`config.mk`:
```
export PLATFORM = sky130hd
export DESIGN_NAME = autobaud_ctrl
export DESIGN_NICKNAME = d
export VERILOG_FILES = /design/src/rtl/baud_pkg.sv /design/src/rtl/baud_tick_counter.sv /design/src/rtl/autobaud_ctrl.sv
export SDC_FILE = /design/constraint.sdc
export NUM_CORES = 1
export LEC_CHECK = 0
export CAP_MARGIN = 15
export CORE_ASPECT_RATIO = 2
export CORE_MARGIN = 3
export CORE_UTILIZATION = 35
export DETAILED_ROUTE_END_ITERATION = 10
export DONT_BUFFER_PORTS = 1
export PLACE_DENSITY = 0.47
export SKIP_CTS_REPAIR_TIMING = 1
export SLEW_MARGIN = 20
export SYNTH_ARGS = -nofsm -noshare
export SYNTH_HDL_FRONTEND = slang
export SYNTH_SLANG_ARGS = --single-unit
```
`constraint.sdc`:
```
create_clock -name clk -period 2.3 [get_ports clk]
set_input_delay 0 -clock clk [delete_from_list [all_inputs] [get_ports clk]]
set_output_delay 0 -clock clk [all_outputs]
set_load 0.05 [all_outputs]
```
`src/rtl/baud_pkg.sv`:
```
// rtl/baud_pkg.sv - shared constants and FSM state type for the auto-baud tick source
package baud_pkg;

   // Default divisor/counter width, post-reset divisor and smallest legal divisor
   localparam int BAUD_DW          = 16;
   localparam int BAUD_DEFAULT_DIV = 208;
   localparam int BAUD_MIN_DIV     = 2;

   // 16x oversampling: a start-bit length divided by 16 gives the divisor,
   // adding half of 16 first rounds to nearest
   localparam int OVERSAMPLE = 16;
   localparam int OVS_SHIFT  = 4;
   localparam int ROUND_ADD  = OVERSAMPLE / 2;

   typedef enum logic [1:0] {
      ST_IDLE,
      ST_ARMED,
      ST_MEASURE
   } ab_state_t;

endpackage

```
`src/rtl/baud_tick_counter.sv`:
```
// rtl/baud_tick_counter.sv - programmable mod-div counter producing the 16x oversampling tick
module baud_tick_counter
   import baud_pkg::*;
#(
   parameter int DW          = BAUD_DW,
   parameter int DEFAULT_DIV = BAUD_DEFAULT_DIV
) (
   input  logic          clk,
   input  logic          reset_n,
   input  logic          load,
   input  logic [DW-1:0] load_val,
   output logic          tick,
   output logic [DW-1:0] div
);

   logic [DW-1:0] cnt;

   // Tick is the last count of the period; decoded from registers only
   assign tick = (cnt == (div - DW'(1)));

   // Divisor load restarts the phase so a full period always precedes the next tick
   always_ff @(posedge clk or negedge reset_n) begin
      if (!reset_n) begin
         div <= DW'(DEFAULT_DIV);
         cnt <= '0;
      end else if (load) begin
         div <= load_val;
         cnt <= '0;
      end else if (tick) begin
         cnt <= '0;
      end else begin
         cnt <= cnt + DW'(1);
      end
   end

endmodule

```
`src/rtl/autobaud_ctrl.sv`:
```
// rtl/autobaud_ctrl.sv - baud tick source with manual divisor and start-bit auto-baud (AUTOBAUD_EN)
module autobaud_ctrl
   import baud_pkg::*;
#(
   parameter int DW          = BAUD_DW,
   parameter int DEFAULT_DIV = BAUD_DEFAULT_DIV,
   parameter int MIN_DIV     = BAUD_MIN_DIV
) (
   input  logic          clk,
   input  logic          reset_n,
   input  logic          rx,
   input  logic          start,
   input  logic          cfg_we,
   input  logic [DW-1:0] cfg_div,
   output logic          tick,
   output logic [DW-1:0] div,
   output logic          busy,
   output logic          locked,
   output logic          err
);

   logic          cfg_ok;
   logic          load;
   logic [DW-1:0] load_val;

   assign cfg_ok = (cfg_div >= DW'(MIN_DIV));

`ifdef AUTOBAUD_EN

   logic           sync1;
   logic           rxs;
   logic           rxs_d;
   logic           rx_fall;
   logic           rx_rise;
   ab_state_t      state;
   logic [DW+3:0]  mcnt;
   logic [DW+4:0]  msum;
   logic [DW:0]    q_wide;
   logic           q_ok;
   logic           meas_load;

   assign rx_fall = rxs_d & ~rxs;
   assign rx_rise = ~rxs_d & rxs;

   // Round-to-nearest start-bit length / 16; an overflow past DW bits is not a usable divisor
   assign msum   = {1'b0, mcnt} + (DW+5)'(ROUND_ADD);
   assign q_wide = msum[DW+4:OVS_SHIFT];
   assign q_ok   = !q_wide[DW] && (q_wide >= (DW+1)'(MIN_DIV));

   // A host write always wins over a measurement finishing in the same cycle
   assign meas_load = (state == ST_MEASURE) && rx_rise && q_ok && !cfg_we;
   assign load      = (cfg_we && cfg_ok) || meas_load;
   assign load_val  = cfg_we ? cfg_div : q_wide[DW-1:0];

   // Two-flop synchronizer for the asynchronous line plus one history flop for edge detect
   always_ff @(posedge clk or negedge reset_n) begin
      if (!reset_n) begin
         sync1 <= 1'b1;
         rxs   <= 1'b1;
         rxs_d <= 1'b1;
      end else begin
         sync1 <= rx;
         rxs   <= sync1;
         rxs_d <= rxs;
      end
   end

   // Measurement FSM with registered status flags; host write aborts and takes priority
   always_ff @(posedge clk or negedge reset_n) begin
      if (!reset_n) begin
         state  <= ST_IDLE;
         mcnt   <= '0;
         busy   <= 1'b0;
         locked <= 1'b0;
         err    <= 1'b0;
      end else if (cfg_we) begin
         state <= ST_IDLE;
         busy  <= 1'b0;
         if (cfg_ok) begin
            locked <= 1'b0;
            err    <= 1'b0;
         end else begin
            err    <= 1'b1;
         end
      end else begin
         case (state)
            ST_IDLE: begin
               if (start) begin
                  state <= ST_ARMED;
                  busy  <= 1'b1;
                  err   <= 1'b0;
               end
            end
            ST_ARMED: begin
               if (rx_fall) begin
                  state <= ST_MEASURE;
                  mcnt  <= (DW+4)'(1);
               end
            end
            ST_MEASURE: begin
               if (rx_rise) begin
                  state <= ST_IDLE;
                  busy  <= 1'b0;
                  if (q_ok) begin
                     locked <= 1'b1;
                     err    <= 1'b0;
                  end else begin
                     err    <= 1'b1;
                  end
               end else if (&mcnt) begin
                  state <= ST_IDLE;
                  busy  <= 1'b0;
                  err   <= 1'b1;
               end else if (!rxs) begin
                  mcnt <= mcnt + (DW+4)'(1);
               end
            end
            default: begin
               state <= ST_IDLE;
               busy  <= 1'b0;
            end
         endcase
      end
   end

`else

   logic unused_inputs;

   assign unused_inputs = rx ^ start;
   assign busy          = 1'b0;
   assign locked        = 1'b0;
   assign load          = cfg_we && cfg_ok;
   assign load_val      = cfg_div;

   // Sticky flag for illegal manual divisors; a legal write clears it
   always_ff @(posedge clk or negedge reset_n) begin
      if (!reset_n) begin
         err <= 1'b0;
      end else if (cfg_we) begin
         err <= !cfg_ok;
      end
   end

`endif

   baud_tick_counter #(
      .DW          (DW),
      .DEFAULT_DIV (DEFAULT_DIV)
   ) u_tick_counter (
      .clk      (clk),
      .reset_n  (reset_n),
      .load     (load),
      .load_val (load_val),
      .tick     (tick),
      .div      (div)
   );

endmodule

```
==> impl_metrics.toml <==
[clocking]
clock_path_buffers = 2
cts_buffers = 5
insertion_delay_ns = 0.29
htree_levels = 2
clk_pin_slew_ns = 0.06
cts_tree = "built"
cts_sinks = 33
clockRootBuffer = "clkbuf_8"

[sta]
fmax_mhz = 337
slew_viol_final = 0
finalCritPeriodShare_pct = 129
rsz0062_at_grt = "yes"
timing.max_slew.rel_slack_pct = 42.5
finalClockSkew_ns = 0.00388
whs_ns = 0.0950
setup_slack_ns = -0.664
setup_viol = 17
tightest_slew_ns = 0.862
hold_viol = 0
period_needed_ns = 2.96

[pwr]
comb_power_share_pct = 29.8
clkPwrFrac_pct = 28.6
seqPwrFrac_pct = 41.6
p_per_area_nw_per_um2 = 544
switching_share_pct = 33.3
leakage_nw = 1.27
vdd_drop_max_v = 0.000390
p_sw_w = 0.000519
p_int_w = 0.00104

[synthesis]
synth_area_um2 = 2050
synth_top_area_share_pct = 36.7
syn_area_per_cell_um2 = 8.75
synth_cell_types = 43
synthTopCellsByCount = "57 x nand2_1, 30 x dfrtp_1, 20 x nor3_1"
async_reset_ff_share_pct = 100
yosysSeqAreaShare_pct = 40.5
ys_ff_latch = 33
synthCells = 234
synth.area.top_cells = "dfrtp_1 37%, nand2_1 10%, xor2_1 7.3%"
yosysTopAreaCell = "dfrtp_1"
yosys_most_used_dff = "dfrtp_1"
synth_edf_count = 0
ys_warn_count = 0
yosysMostFrequentCell = "nand2_1"

[grt]
grt_pass1_vias = 1941
grt_pass1_wl_mm = 9.39
grt_use_total_pct = 18.4
grt_max_degree = 34
antenna_found_initial = 0
grt_overflow = 0

[floorplanning]
die_w_um = 60.1
placementRows = 38
start_util_pct = 36.8
pin_count = 41
dieHeight_um = 114
design.die.area_um2 = 6860
core_um2 = 5560

[worst_hold_path]
hold_path.class = "in -> reg"

[drt]
wl_mm = 5.82
drtPass1Iterations = 4
via_per_inst = 5.16
drc = 0
wl_per_cell_um = 15.8
postRouteAntennaNets = 0
vias = 1898
drt_iter0_drc = 26

[place]
port_buffers = 0
dp_slack_ns = -0.357
place_congestion = 0.783
dp_hpwl_mm = 4.35

[status]
outcome = "finished with violations"
violations = "negative setup slack"

[worst_setup_path]
arrival_ns = 2.96
cp.required_ns = 2.30
crit_path_start_kind = "flip-flop"
cp_max_fo = 3
end_kind = "primary output"
crit_type = "reg -> out"

[final_layout]
diodes = 0
layout-drive-gt1-share_pct = 27.9
area_delta_synth_final_pct = 40.3
fillers = 539
fin_nets = 331

[flow_run]
timing.max_cap.violations = 0
==> final timing paths <==
check	startpoint	end	slack (ns)	cells after the start
setup reg to reg	u_tick_counter.div[1]$_DFFE_PN0P_	u_tick_counter.cnt[11]$_DFF_PN0_	-0.19	8
max in group asynchronous	reset_n	u_tick_counter.div[7]$_DFFE_PN1P_	1.90	2
min in group asynchronous	reset_n	u_tick_counter.cnt[4]$_DFF_PN0_	0.15	2
setup / recovery	u_tick_counter.div[1]$_DFFE_PN0P_	tick	-0.66	7
hold / removal	cfg_we	u_tick_counter.div[4]$_DFFE_PN1P_	0.1	4
hold reg to reg	u_tick_counter.div[11]$_DFFE_PN0P_	u_tick_counter.div[11]$_DFFE_PN0P_	0.57	2
==> flip-flops by register name, summed over array words and instances, names as in the netlist <==
name,flops
u_tick_counter.cnt,16
err,1
u_tick_counter.div,16
==> per-stage QoR <==
stage          power (W)  std cells  area (µm²)  setup TNS, ns  utilization (%)
2_1_floorplan   0.000928        235        2080          -4.57                -
3_3_place_gp     0.00107        342        2530          -3.91             45.5
3_5_place_dp     0.00107        342        2530          -4.61             45.5
4_1_cts          0.00152        349        2620          -5.17             47.1
5_1_grt          0.00163        368        2870          -5.18             51.6
6_report         0.00156        368        2870          -3.50             51.6
==> worst max-delay path, cell delays in order (launching register included) <==
cell       delay [ns]
dfrtp_2          0.42
or4_4            0.55
or3_4            0.35
a21oi_2          0.14
o21ai_1          0.09
or4b_4           0.50
a2111oi_4        0.39
clkbuf_16        0.23
==> cell type report <==
type	count	area [µm²]	share of cell area [%]
multi-input combinational	189	1210	42.3
sequential	33	835	29.1
timing repair buffer	75	646	22.5
clock buffer	7	86.3	3.01
tap	60	75.1	2.61
inverter	4	15.0	0.523
==> cells in the final DEF, fill, tap and decap left out, types with 2 or more instances in the layout <==
| cell | netlist | layout |
|---|---|---|
| dfrtp_2 | 0 | 4 |
| or3_1 | 5 | 4 |
| a311o_1 | 2 | 2 |
| buf_4 | 2 | 53 |
| nor2_1 | 14 | 13 |
| xnor2_1 | 16 | 16 |
| o21a_1 | 2 | 2 |
| a31oi_1 | 3 | 3 |
| conb_1 | 1 | 2 |
| dlygate4sd3_1 | 0 | 18 |
| buf_6 | 1 | 2 |
| dfrtp_1 | 30 | 26 |
| xor2_1 | 17 | 17 |
| o21ai_1 | 0 | 2 |
| nand2_1 | 57 | 57 |
| inv_2 | 0 | 2 |
| dfstp_2 | 3 | 3 |
| inv_1 | 4 | 2 |
| nor2b_1 | 2 | 2 |
| nand3_1 | 5 | 5 |
| o21ai_0 | 6 | 4 |
| nor4_1 | 4 | 4 |
| nand4_1 | 6 | 6 |
| and3_1 | 5 | 5 |
| nor3_1 | 20 | 19 |
| a2111oi_4 | 1 | 2 |
| clkbuf_8 | 0 | 6 |
==> routing by layer <==
layer	routed length [µm]	global-route usage, %	up-vias	share of wire (%)
li1	-	-	954	-
met1	2140	20.3	893	37
met5	0	0	-	0
met2	3360	33.5	42	58
met4	112	6.51	0	1.9
met3	203	3.16	9	3.5
==> power groups by stage <==
stage	sequential [W]	combinational (W)	clock (W)
2_1_floorplan	0.000759	0.000169	0
3_3_place_gp	0.000659	0.000412	0
3_5_place_dp	0.000660	0.000414	0
4_1_cts	0.000649	0.000415	0.000456
5_1_grt	0.000655	0.000505	0.000474
6_report	0.000649	0.000464	0.000447
==> cells by family (layout without fill, tap and decap cells) <==
group | after synthesis | count (layout) | share of synthesized area [%]
other cells | 1 | 2 | 0.183
xor+xnor | 33 | 33 | 14.1
flops | 33 | 33 | 40.5
simple gates | 129 | 129 | 32.0
buf+inv | 13 | 86 | 3.12
compound gates | 22 | 22 | 8.37
fa+ha+maj | 2 | 2 | 1.22
mux | 1 | 1 | 0.489
(Power assumes the default switching activity.)
